===== src/rtl/mulu_x6y6_seq_pkg.sv =====
// Shared constants for the time-shared 6x6 unsigned multiplier: size defaults,
// FSM encoding, step count and the per-step partial-product shift.
package mulu_x6y6_seq_pkg;

  localparam int HALF_DEF = 3;
  localparam int W_DEF    = 6;
  localparam int STEPS    = 4;

  typedef enum logic [1:0] {
    ST_IDLE = 2'd0,
    ST_MUL  = 2'd1,
    ST_DONE = 2'd2
  } state_t;

  // Step order is xL*yL, xH*yL, xL*yH, xH*yH, so the weight is HALF per high half.
  function automatic int step_shift(input logic [1:0] step, input int half);
    case (step)
      2'd0:       return 0;
      2'd1, 2'd2: return half;
      default:    return 2 * half;
    endcase
  endfunction

endpackage


===== src/rtl/mulu_x6y6_seq_mulu_x3y3.sv =====
// Combinational NxN multiplier (default 3x3), optionally signed. It always
// completes within the cycle; HAS_READY only gates ready to the request.
module mulu_x3y3 #(
  parameter int N         = 3,
  parameter bit HAS_SIGN  = 1'b0,
  parameter bit HAS_READY = 1'b0
) (
  input  logic [N-1:0]   x_i,
  input  logic [N-1:0]   y_i,
  input  logic           valid_i,
  output logic           ready_o,
  output logic [2*N-1:0] p_o
);

  generate
    if (HAS_SIGN) begin : g_signed
      assign p_o = $signed({{N{x_i[N-1]}}, x_i}) * $signed({{N{y_i[N-1]}}, y_i});
    end else begin : g_unsigned
      assign p_o = {{N{1'b0}}, x_i} * {{N{1'b0}}, y_i};
    end
  endgenerate

  assign ready_o = valid_i | !HAS_READY;

endmodule


===== src/rtl/mulu_x6y6_seq.sv =====
// 6x6 unsigned multiply in four steps through one shared 3x3 multiplier.
// Build option MULU_SEQ_ZERO_SKIP_EN: zero operands finish after one cycle.
module mulu_x6y6_seq
  import mulu_x6y6_seq_pkg::*;
#(
  parameter int HALF = HALF_DEF,
  parameter int W    = W_DEF
) (
  input  logic           clk,
  input  logic           rst_n,
  input  logic           in_valid,
  output logic           in_ready,
  input  logic [W-1:0]   x,
  input  logic [W-1:0]   y,
  output logic           out_valid,
  input  logic           out_ready,
  output logic [2*W-1:0] p,
  output logic           busy,
  output logic [1:0]     state_o
);

  // Handshakes: a transfer happens on a rising edge where valid and ready are
  // both high; valid never depends on ready, and p is frozen while out_valid.

  state_t           state_q, state_d;
  logic [1:0]       step_q, step_d;
  logic [W-1:0]     x_q, x_d, y_q, y_d;
  logic [2*W-1:0]   acc_q, acc_d, p_q, p_d;
  logic             out_valid_q;
  logic [HALF-1:0]  x_half, y_half;
  logic [2*HALF-1:0] pp;
  logic [2*W-1:0]   pp_ext, pp_shift;
  logic             mul_ready;
  logic             last_step;

  // Step bit 0 picks the x half, bit 1 the y half.
  assign x_half = step_q[0] ? x_q[W-1:HALF] : x_q[HALF-1:0];
  assign y_half = step_q[1] ? y_q[W-1:HALF] : y_q[HALF-1:0];

  mulu_x3y3 #(
    .N        (HALF),
    .HAS_SIGN (1'b0),
    .HAS_READY(1'b0)
  ) u_mul (
    .x_i    (x_half),
    .y_i    (y_half),
    .valid_i(state_q == ST_MUL),
    .ready_o(mul_ready),
    .p_o    (pp)
  );

  assign pp_ext   = {{(2*W-2*HALF){1'b0}}, pp};
  assign pp_shift = pp_ext << step_shift(step_q, HALF);

`ifdef MULU_SEQ_ZERO_SKIP_EN
  // A zero operand finishes on the first MUL edge so out_valid still follows
  // a registered edge after acceptance.
  logic zero_q, zero_d;
  assign last_step = (step_q == 2'(STEPS - 1)) || zero_q;
`else
  assign last_step = (step_q == 2'(STEPS - 1));
`endif

  always_comb begin
    state_d = state_q;
    step_d  = step_q;
    x_d     = x_q;
    y_d     = y_q;
    acc_d   = acc_q;
    p_d     = p_q;
`ifdef MULU_SEQ_ZERO_SKIP_EN
    zero_d  = zero_q;
`endif
    case (state_q)
      ST_IDLE: begin
        if (in_valid) begin
          x_d     = x;
          y_d     = y;
          acc_d   = '0;
          step_d  = '0;
          state_d = ST_MUL;
`ifdef MULU_SEQ_ZERO_SKIP_EN
          zero_d  = (x == '0) || (y == '0);
`endif
        end
      end
      ST_MUL: begin
        if (mul_ready) begin
          acc_d  = acc_q + pp_shift;
          step_d = step_q + 2'd1;
          if (last_step) begin
`ifdef MULU_SEQ_ZERO_SKIP_EN
            p_d = zero_q ? '0 : acc_q + pp_shift;
`else
            p_d = acc_q + pp_shift;
`endif
            state_d = ST_DONE;
          end
        end
      end
      ST_DONE: begin
        if (out_ready) state_d = ST_IDLE;
      end
      default: state_d = ST_IDLE;
    endcase
  end

  always_ff @(posedge clk or negedge rst_n) begin
    if (!rst_n) begin
      state_q     <= ST_IDLE;
      step_q      <= '0;
      x_q         <= '0;
      y_q         <= '0;
      acc_q       <= '0;
      p_q         <= '0;
      out_valid_q <= 1'b0;
`ifdef MULU_SEQ_ZERO_SKIP_EN
      zero_q      <= 1'b0;
`endif
    end else begin
      state_q     <= state_d;
      step_q      <= step_d;
      x_q         <= x_d;
      y_q         <= y_d;
      acc_q       <= acc_d;
      p_q         <= p_d;
      out_valid_q <= (state_d == ST_DONE);
`ifdef MULU_SEQ_ZERO_SKIP_EN
      zero_q      <= zero_d;
`endif
    end
  end

  assign in_ready  = (state_q == ST_IDLE);
  assign busy      = (state_q != ST_IDLE);
  assign out_valid = out_valid_q;
  assign p         = p_q;
  assign state_o   = state_q;

endmodule


===== config.mk =====
export PLATFORM = sky130hd
export DESIGN_NAME = mulu_x6y6_seq
export DESIGN_NICKNAME = d
export VERILOG_FILES = /design/src/rtl/mulu_x6y6_seq_pkg.sv /design/src/rtl/mulu_x6y6_seq_mulu_x3y3.sv /design/src/rtl/mulu_x6y6_seq.sv
export SDC_FILE = /design/constraint.sdc
export NUM_CORES = 1
export LEC_CHECK = 0
export CORE_ASPECT_RATIO = 0.9
export CORE_MARGIN = 10
export CORE_UTILIZATION = 35
export CTS_CLUSTER_DIAMETER = 40
export DETAILED_ROUTE_END_ITERATION = 8
export SKIP_CTS_REPAIR_TIMING = 1
export SLEW_MARGIN = 40
export SYNTH_ARGS = -nofsm -noshare
export SYNTH_HDL_FRONTEND = slang
export SYNTH_SLANG_ARGS = --single-unit

===== constraint.sdc =====
create_clock -name clk -period 4.4 [get_ports clk]
set_clock_uncertainty 0.05 [all_clocks]
set_input_delay 0.44 -clock clk [delete_from_list [all_inputs] [get_ports clk]]
set_output_delay 0.44 -clock clk [all_outputs]
set_load 0.1 [all_outputs]

==> Word-level counts from Yosys, hierarchy flattened <==
Index checks and enable logic that the tools add are counted.
{ "classes": {"n_addsub": 2, "multipliers": 1, "eq_ne": 7, "shifts": 1, "mux": 11, "n_reduce_logical": 8} }
{ "ops": {"columns": ["operator", "n"], "rows": [
  ["$shl A6 B32 Y12", 1],
  ["$pmux W12 S2", 1],
  ["$add A12 B12 Y12", 1],
  ["$mux W12", 1],
  ["$eq A2 B2 Y1 const B", 4],
  ["$mux W2", 4],
  ["$mul A3 B3 Y6", 1],
  ["$mux W3", 2],
  ["$pmux W2 S3", 1],
  ["$pmux W3 S2", 1],
  ["$reduce_and A2 Y1", 3],
  ["$eq A2 B1 Y1 const B", 2],
  ["$logic_not A2 Y1", 2],
  ["$pmux W2 S2", 1],
  ["$reduce_bool A2 Y1", 2],
  ["$add A2 B1 Y2 const B", 1],
  ["$ne A2 B2 Y1 const B", 1],
  ["$reduce_or A2 Y1", 1]
]} }
{ "totals": {"reg_bits": 41} }

==> Longest topological paths before layout <==
Gate-level depths: netlist of run 1.
{ "logic_depth": {"depth_word": 6, "mapped_depth": 21, "mapped_depth_nobuf": 19} }

==> Modules after synthesis <==
A second synthesis of run 1 with hierarchy kept.
{ "hier_totals": {"hier_cells": 247, "hier_area_um2": 2519.9} }
{ "modules_own_cells": {"columns": ["module", "instances", "cells_per_inst", "area_per_inst_um2", "seq_area_each_um2"], "rows": [
  ["mulu_x6y6_seq", 1, 221, 2312.2, 1026.0],
  ["mulu_x3y3", 1, 26, 207.7, 0.0]
]} }

==> Worst setup path after synthesis of run 1 <==
OpenSTA, ideal clock, no wires.
{ "synth_timing": {"path_type": "flip-flop to flip-flop", "start": "reg step_q[0]", "end": "reg p_q[11], in the netlist p[11]", "arrival_ns": 4.469, "setup_slack_ns": -0.245, "path_stages_with_launch": 22, "n_path_buf": 2, "period_less_slack_ns": 4.645, "path_cell_list": "dfrtp_1 > clkbuf_1 > mux2i_1 > or2_2 > fa_1 > inv_1 > ha_1 > fa_1 > xnor2_1 > nand2_1 > o21ai_0 > o21ai_0 > nand2_1 > o41ai_1 > ha_1 > buf_2 > o21ai_1 > a21oi_1 > o31ai_4 > nand2_2 > xor3_1 > mux2_4"} }
{ "synth_via": {"elab_chain_len": 5} }
{ "synth_lines": {"columns": ["element", "line_no", "text"], "rows": [
  ["start: declaration", "mulu_x6y6_seq.sv:26", "logic [1:0] step_q, step_d;"],
  ["start signal: assignment", "mulu_x6y6_seq.sv:122", "step_q <= step_d;"],
  ["parallel branches: the longest is 5 deep, another holds $add A12 B12 Y12", null, null],
  ["end signal: assignment", "mulu_x6y6_seq.sv:126", "p_q <= p_d;"],
  ["end: declaration", "mulu_x6y6_seq.sv:28", "logic [2*W-1:0] acc_q, acc_d, p_q, p_d;"]
]} }
Parallel ways; which one is timed is not known.
A chain may end at the register's enable or synchronous reset.

==> Worst setup path in the final report of run 1 <==
Ends and elaborated chain as after synthesis.

==> results.json, run 1 <==
{
  "status": "finished clean",
  "clock_path_buffers": 2,
  "syn_inst": 273,
  "hold_ws_ns": 0.0592,
  "post-dp-hpwl_um": 4390,
  "final_cell_mix": "dfrtp_1, nand2_1, nor2_1",
  "yosysSeqAreaShare": 0.389,
  "grt_max_degree": 42,
  "cp-start-kind": "register",
  "fmax_ghz": 0.236,
  "die_h_um": 102,
  "async_flop_share": 1.00,
  "dr.pass1.iters": 4,
  "critPathLaunch": "step_q[0]",
  "hold_path.class": "input port to asynchronous set/reset pin",
  "cts_buffers": 5,
  "die_area_sq_mm": 0.0114,
  "clk_latency_ns": 0.30,
  "ant_nets": 0,
  "final_common_cell": "dfrtp_1",
  "grtUsageTotal": 0.104,
  "cap_violations": 0,
  "synth_fp_nets": 311,
  "r2r_end": "p[11]",
  "rsz0062_at_grt": "yes",
  "critPathRequiredTime_ns": 4.54,
  "rrSetupSlack_ns": 0.16,
  "htreeDepth": 2,
  "ys_ff_latch": 41,
  "reg2regPathDepth": 17,
  "synthFlopType": "dfrtp_1",
  "finalCriticalPeriod_ns": 4.24,
  "grt_pass1_wl_um": 10100,
  "relSlewSlack": 0.502,
  "cts_num_sinks": 41,
  "port_buffers": 32,
  "globalplace.congestion": 0.882,
  "finalWorstSetupSlack_ns": 0.156,
  "cp_num_buf_inv": 1,
  "drt-initial-drc-count": 100,
  "grt_pass1_vias": 2118,
  "r2r-start": "step_q[0]",
  "wl_um": 5870,
  "rows": 29,
  "instances_no_fill": 408,
  "max_stage_delay_ns": 0.53,
  "dp_cells": 397,
  "setup_viol": 0,
  "clockRootBuffer": "clkbuf_8",
  "cp.arrival_ns": 4.38,
  "finalNetCount": 352,
  "synth_cell_types": 51,
  "crit_path_max_fanout": 4,
  "path_class": "register to register",
  "initial_utilization": 0.367,
  "finalCritPeriodShare": 0.965,
  "dp_slack_ns": -0.0587,
  "areaGrowthSynthToFinish_pct": 25.6,
  "vias_per_cell": 5.16,
  "wl_per_cell_um": 14.4,
  "synth-edff-count": 0,
  "fp.dieW_um": 112,
  "yosys_warnings": 0,
  "max_slew.worst_pin.slew_ns": 0.745,
  "cts_tree": "done",
  "remaining_drc_errors": 0,
  "io_pins": 33,
  "avgSynthCellArea_sq_um": 9.67,
  "drive_gt1_frac": 0.305,
  "overflow": 0,
  "drv_slew": 0,
  "synthesis.area_sq_mm": 0.00264,
  "critPathSlowestCell": "fa_1",
  "diodes": 0,
  "crit_chain": "mux2i_2 > or2_4 > fa_1 > inv_1 > ha_2 > fa_2 > mux2_4 > nand2_2 > o21ai_2 > o2bb2ai_2 > ha_1 > o211ai_1 > o21ai_2 > a41oi_4 > nand2_2 > xor3_1 > mux2_4",
  "clk_pin_slew_worst_paths_ns": 0.09,
  "antenna_found_initial": 0,
  "totalNegativeSetupSlack_ns": 0,
  "hold_viol_final": 0,
  "num_vias": 2105,
  "crit_family": "adder cells",
  "end_kind": "register",
  "core_sq_mm": 0.00718
}
per-stage QoR:
step | util | area, sq um
2_1_floorplan | - | 2690
3_3_place_gp | 0.438 | 3150
3_5_place_dp | 0.427 | 3070
4_1_cts | 0.443 | 3180
5_1_grt | 0.462 | 3320
6_report | 0.462 | 3320
how the worst max path moves through the flow:
stage / depth (start not counted) / end / slack [ns]
finish: 17 / p[11] / 0.16
global placement: 17 / p[11] / 0.03
floorplan: 21 / p[11] / 0.01
detailed placement: 17 / p[11] / -0.06
CTS: 17 / p[11] / -0.11
global route: 18 / p[11] / -0.04
cells by family after synthesis:
| family | count (synthesis) | share of synthesized area |
|---|---|---|
| and+or+nand+nor | 87 | 0.158 |
| adders and majority gates | 22 | 0.113 |
| DFF | 41 | 0.389 |
| buffers and inverters | 25 | 0.0360 |
| AOI/OAI and AO/OA | 67 | 0.177 |
| muxes | 22 | 0.0919 |
| xor gates and xnor gates | 9 | 0.0355 |
Yosys cell counts (all sizes together) (4+ instances only):
master | count | area share
mux2i | 7 | 0.027
nor3 | 6 | 0.011
nand4 | 4 | 0.0095
a21oi | 13 | 0.026
clkbuf | 12 | 0.017
inv | 12 | 0.017
nand2 | 26 | 0.038
or3 | 5 | 0.012
or2 | 5 | 0.012
o21ai | 27 | 0.053
xnor2 | 4 | 0.013
ha | 19 | 0.090
a211oi | 4 | 0.015
xor2 | 4 | 0.013
dfrtp | 41 | 0.39
nand3 | 17 | 0.032
mux2 | 15 | 0.065
nor2 | 18 | 0.026
cell type report:
cell class / instances / area [sq um]
fill: 688 / 3870
multi-input combinational: 207 / 1670
sequential: 41 / 1030
timing repair buffer: 47 / 345
tap: 93 / 116
clock buffer: 6 / 72.6
inverter: 12 / 45.0
clock inverter: 2 / 38.8
layer usage:
layer	vias up	global-route usage	wire, um
met3	5	0.0228	213
met5	-	0	0
met2	31	0.169	2680
met4	0	0.0326	72
li1	1068	-	-
met1	1001	0.137	2910
sequential cells by signal (all words and copies together) (netlist names):
register and cells:
state_o 2, step_q 2, y_q 6, out_valid 1, acc_q 12, x_q 6
p 12
Power of run 1 is not shown: default switching activity piles up to over one toggle a cycle in this logic, so the estimate is an artifact.
==> run 2: changes to the inputs <==
CTS_CLUSTER_SIZE = 40   (was unset)
==> results of run 2 <==
Final layout, timing and power as in run 1 (identical DEF).
Power of run 2 is left out for the same reason.
==> run 3: changes to the inputs <==
HOLD_SLACK_MARGIN = 0.12   (was unset)
==> run 3 against run 2 <==
Against the previous run: cell area rose by 0.30%; global-route usage stayed put; via count decreased by 0.19%; non-clock buffer count is 1 higher; sequential cell count did not move; final cell count grew 0.25%; worst setup slack worse by 0.0046 ns; largest cell class unchanged; sequential share of layout area decreased by 0.093 points; die area stayed put; core utilization rose by 0.14 points; critical path depth is the same; wire length up 0.17%.
==> results.json, run 3 (same netlist as run 1, synthesis figures left out) <==
{
  "cp-start-kind": "register",
  "rsz0062_at_grt": "yes",
  "reg2regPathDepth": 17,
  "grt_pass1_wl_um": 10100,
  "grt_pass1_vias": 2118,
  "die_area_sq_mm": 0.0114,
  "hold_viol_final": 0,
  "end_kind": "register",
  "r2r-start": "step_q[0]",
  "num_vias": 2101,
  "setup_viol": 0,
  "finalNetCount": 353,
  "clockRootBuffer": "clkbuf_8",
  "drive_gt1_frac": 0.304,
  "wl_um": 5880,
  "dp_slack_ns": -0.0587,
  "status": "finished clean",
  "relSlewSlack": 0.502,
  "htreeDepth": 2,
  "core_sq_mm": 0.00718,
  "diodes": 0,
  "final_common_cell": "dfrtp_1",
  "grtUsageTotal": 0.104,
  "cap_violations": 0,
  "cp.arrival_ns": 4.39,
  "vias_per_cell": 5.14,
  "clk_pin_slew_worst_paths_ns": 0.09,
  "clk_latency_ns": 0.30,
  "cts_num_sinks": 41,
  "final_cell_mix": "dfrtp_1, nand2_1, nor2_1",
  "clock_path_buffers": 2,
  "rrSetupSlack_ns": 0.15,
  "wl_per_cell_um": 14.4,
  "finalCritPeriodShare": 0.966,
  "initial_utilization": 0.367,
  "critPathRequiredTime_ns": 4.54,
  "io_pins": 33,
  "endpoint": "p[11]",
  "port_buffers": 32,
  "remaining_drc_errors": 0,
  "die_h_um": 102,
  "ant_nets": 0,
  "path_class": "register to register",
  "dr.pass1.iters": 4,
  "critPathLaunch": "step_q[0]",
  "drt-initial-drc-count": 117,
  "r2r_end": "p[11]",
  "globalplace.congestion": 0.882,
  "overflow": 0,
  "post-dp-hpwl_um": 4390,
  "hold_path.class": "register to register",
  "drv_slew": 0,
  "final_util": 0.463,
  "cts_buffers": 5,
  "rows": 29,
  "finalWorstSetupSlack_ns": 0.151,
  "fmax_ghz": 0.235,
  "finalCriticalPeriod_ns": 4.25,
  "crit_path_max_fanout": 4,
  "areaGrowthSynthToFinish_pct": 26.0,
  "antenna_found_initial": 0,
  "max_slew.worst_pin.slew_ns": 0.745,
  "holdPathStages": 2,
  "cts_tree": "done",
  "fp.dieW_um": 112,
  "grt_max_degree": 42
}
## run 3: changes by cell type in the layout (fill, tap and decap cells not counted), sizes merged
| cell | delta |
|---|---|
| dlygate4sd3 | +1 |
## run 3: worst min path at each step
stage / startpoint / endpoint
after detailed placement: rst_n / p[8]
after CTS: rst_n / acc_q[5]
final: p[4] / p[4]
after global placement: p[5] / p[5]
after floorplan: rst_n / acc_q[0]
after global routing: p[1] / p[1]
## run 3: final cells by class
cell class	count	area (sq um)
fill	687	3860
multi-input combinational	207	1670
sequential	41	1030
timing repair buffer	48	355
tap	93	116
clock buffer	6	72.6
inverter	12	45.0
clock inverter	2	38.8
## run 3: worst max-delay path: stages (launching register included)
cell and delay, ns:
dfrtp_2 0.46, mux2i_2 0.18, or2_4 0.26, fa_1 0.53, inv_1 0.04, ha_2 0.19, fa_2 0.43, mux2_4 0.29
nand2_2 0.08, o21ai_2 0.08, o2bb2ai_2 0.15, ha_1 0.31, o211ai_1 0.11, o21ai_2 0.24, a41oi_4 0.17, nand2_2 0.10
xor3_1 0.21, mux2_4 0.26
## run 3: metrics by stage
stage	hold WS [ns]	instance area, sq um	setup TNS (ns)	cells
floorplan	0.0944	2690	0	273
global placement	0.413	3150	0	397
detailed placement	0.413	3070	-0.0587	397
CTS	0.0875	3180	-0.195	405
global route	0.469	3330	-0.0837	409
finish	0.432	3330	0	409
## run 3: metal layers
layer | up-vias | share of wire | global-route usage
met3 | 7 | 0.034 | 0.0228
met4 | 0 | 0.011 | 0.0326
met2 | 33 | 0.46 | 0.169
met5 | - | 0 | 0
li1 | 1069 | - | -
met1 | 992 | 0.50 | 0.137
Power of run 3 is left out for the same reason.
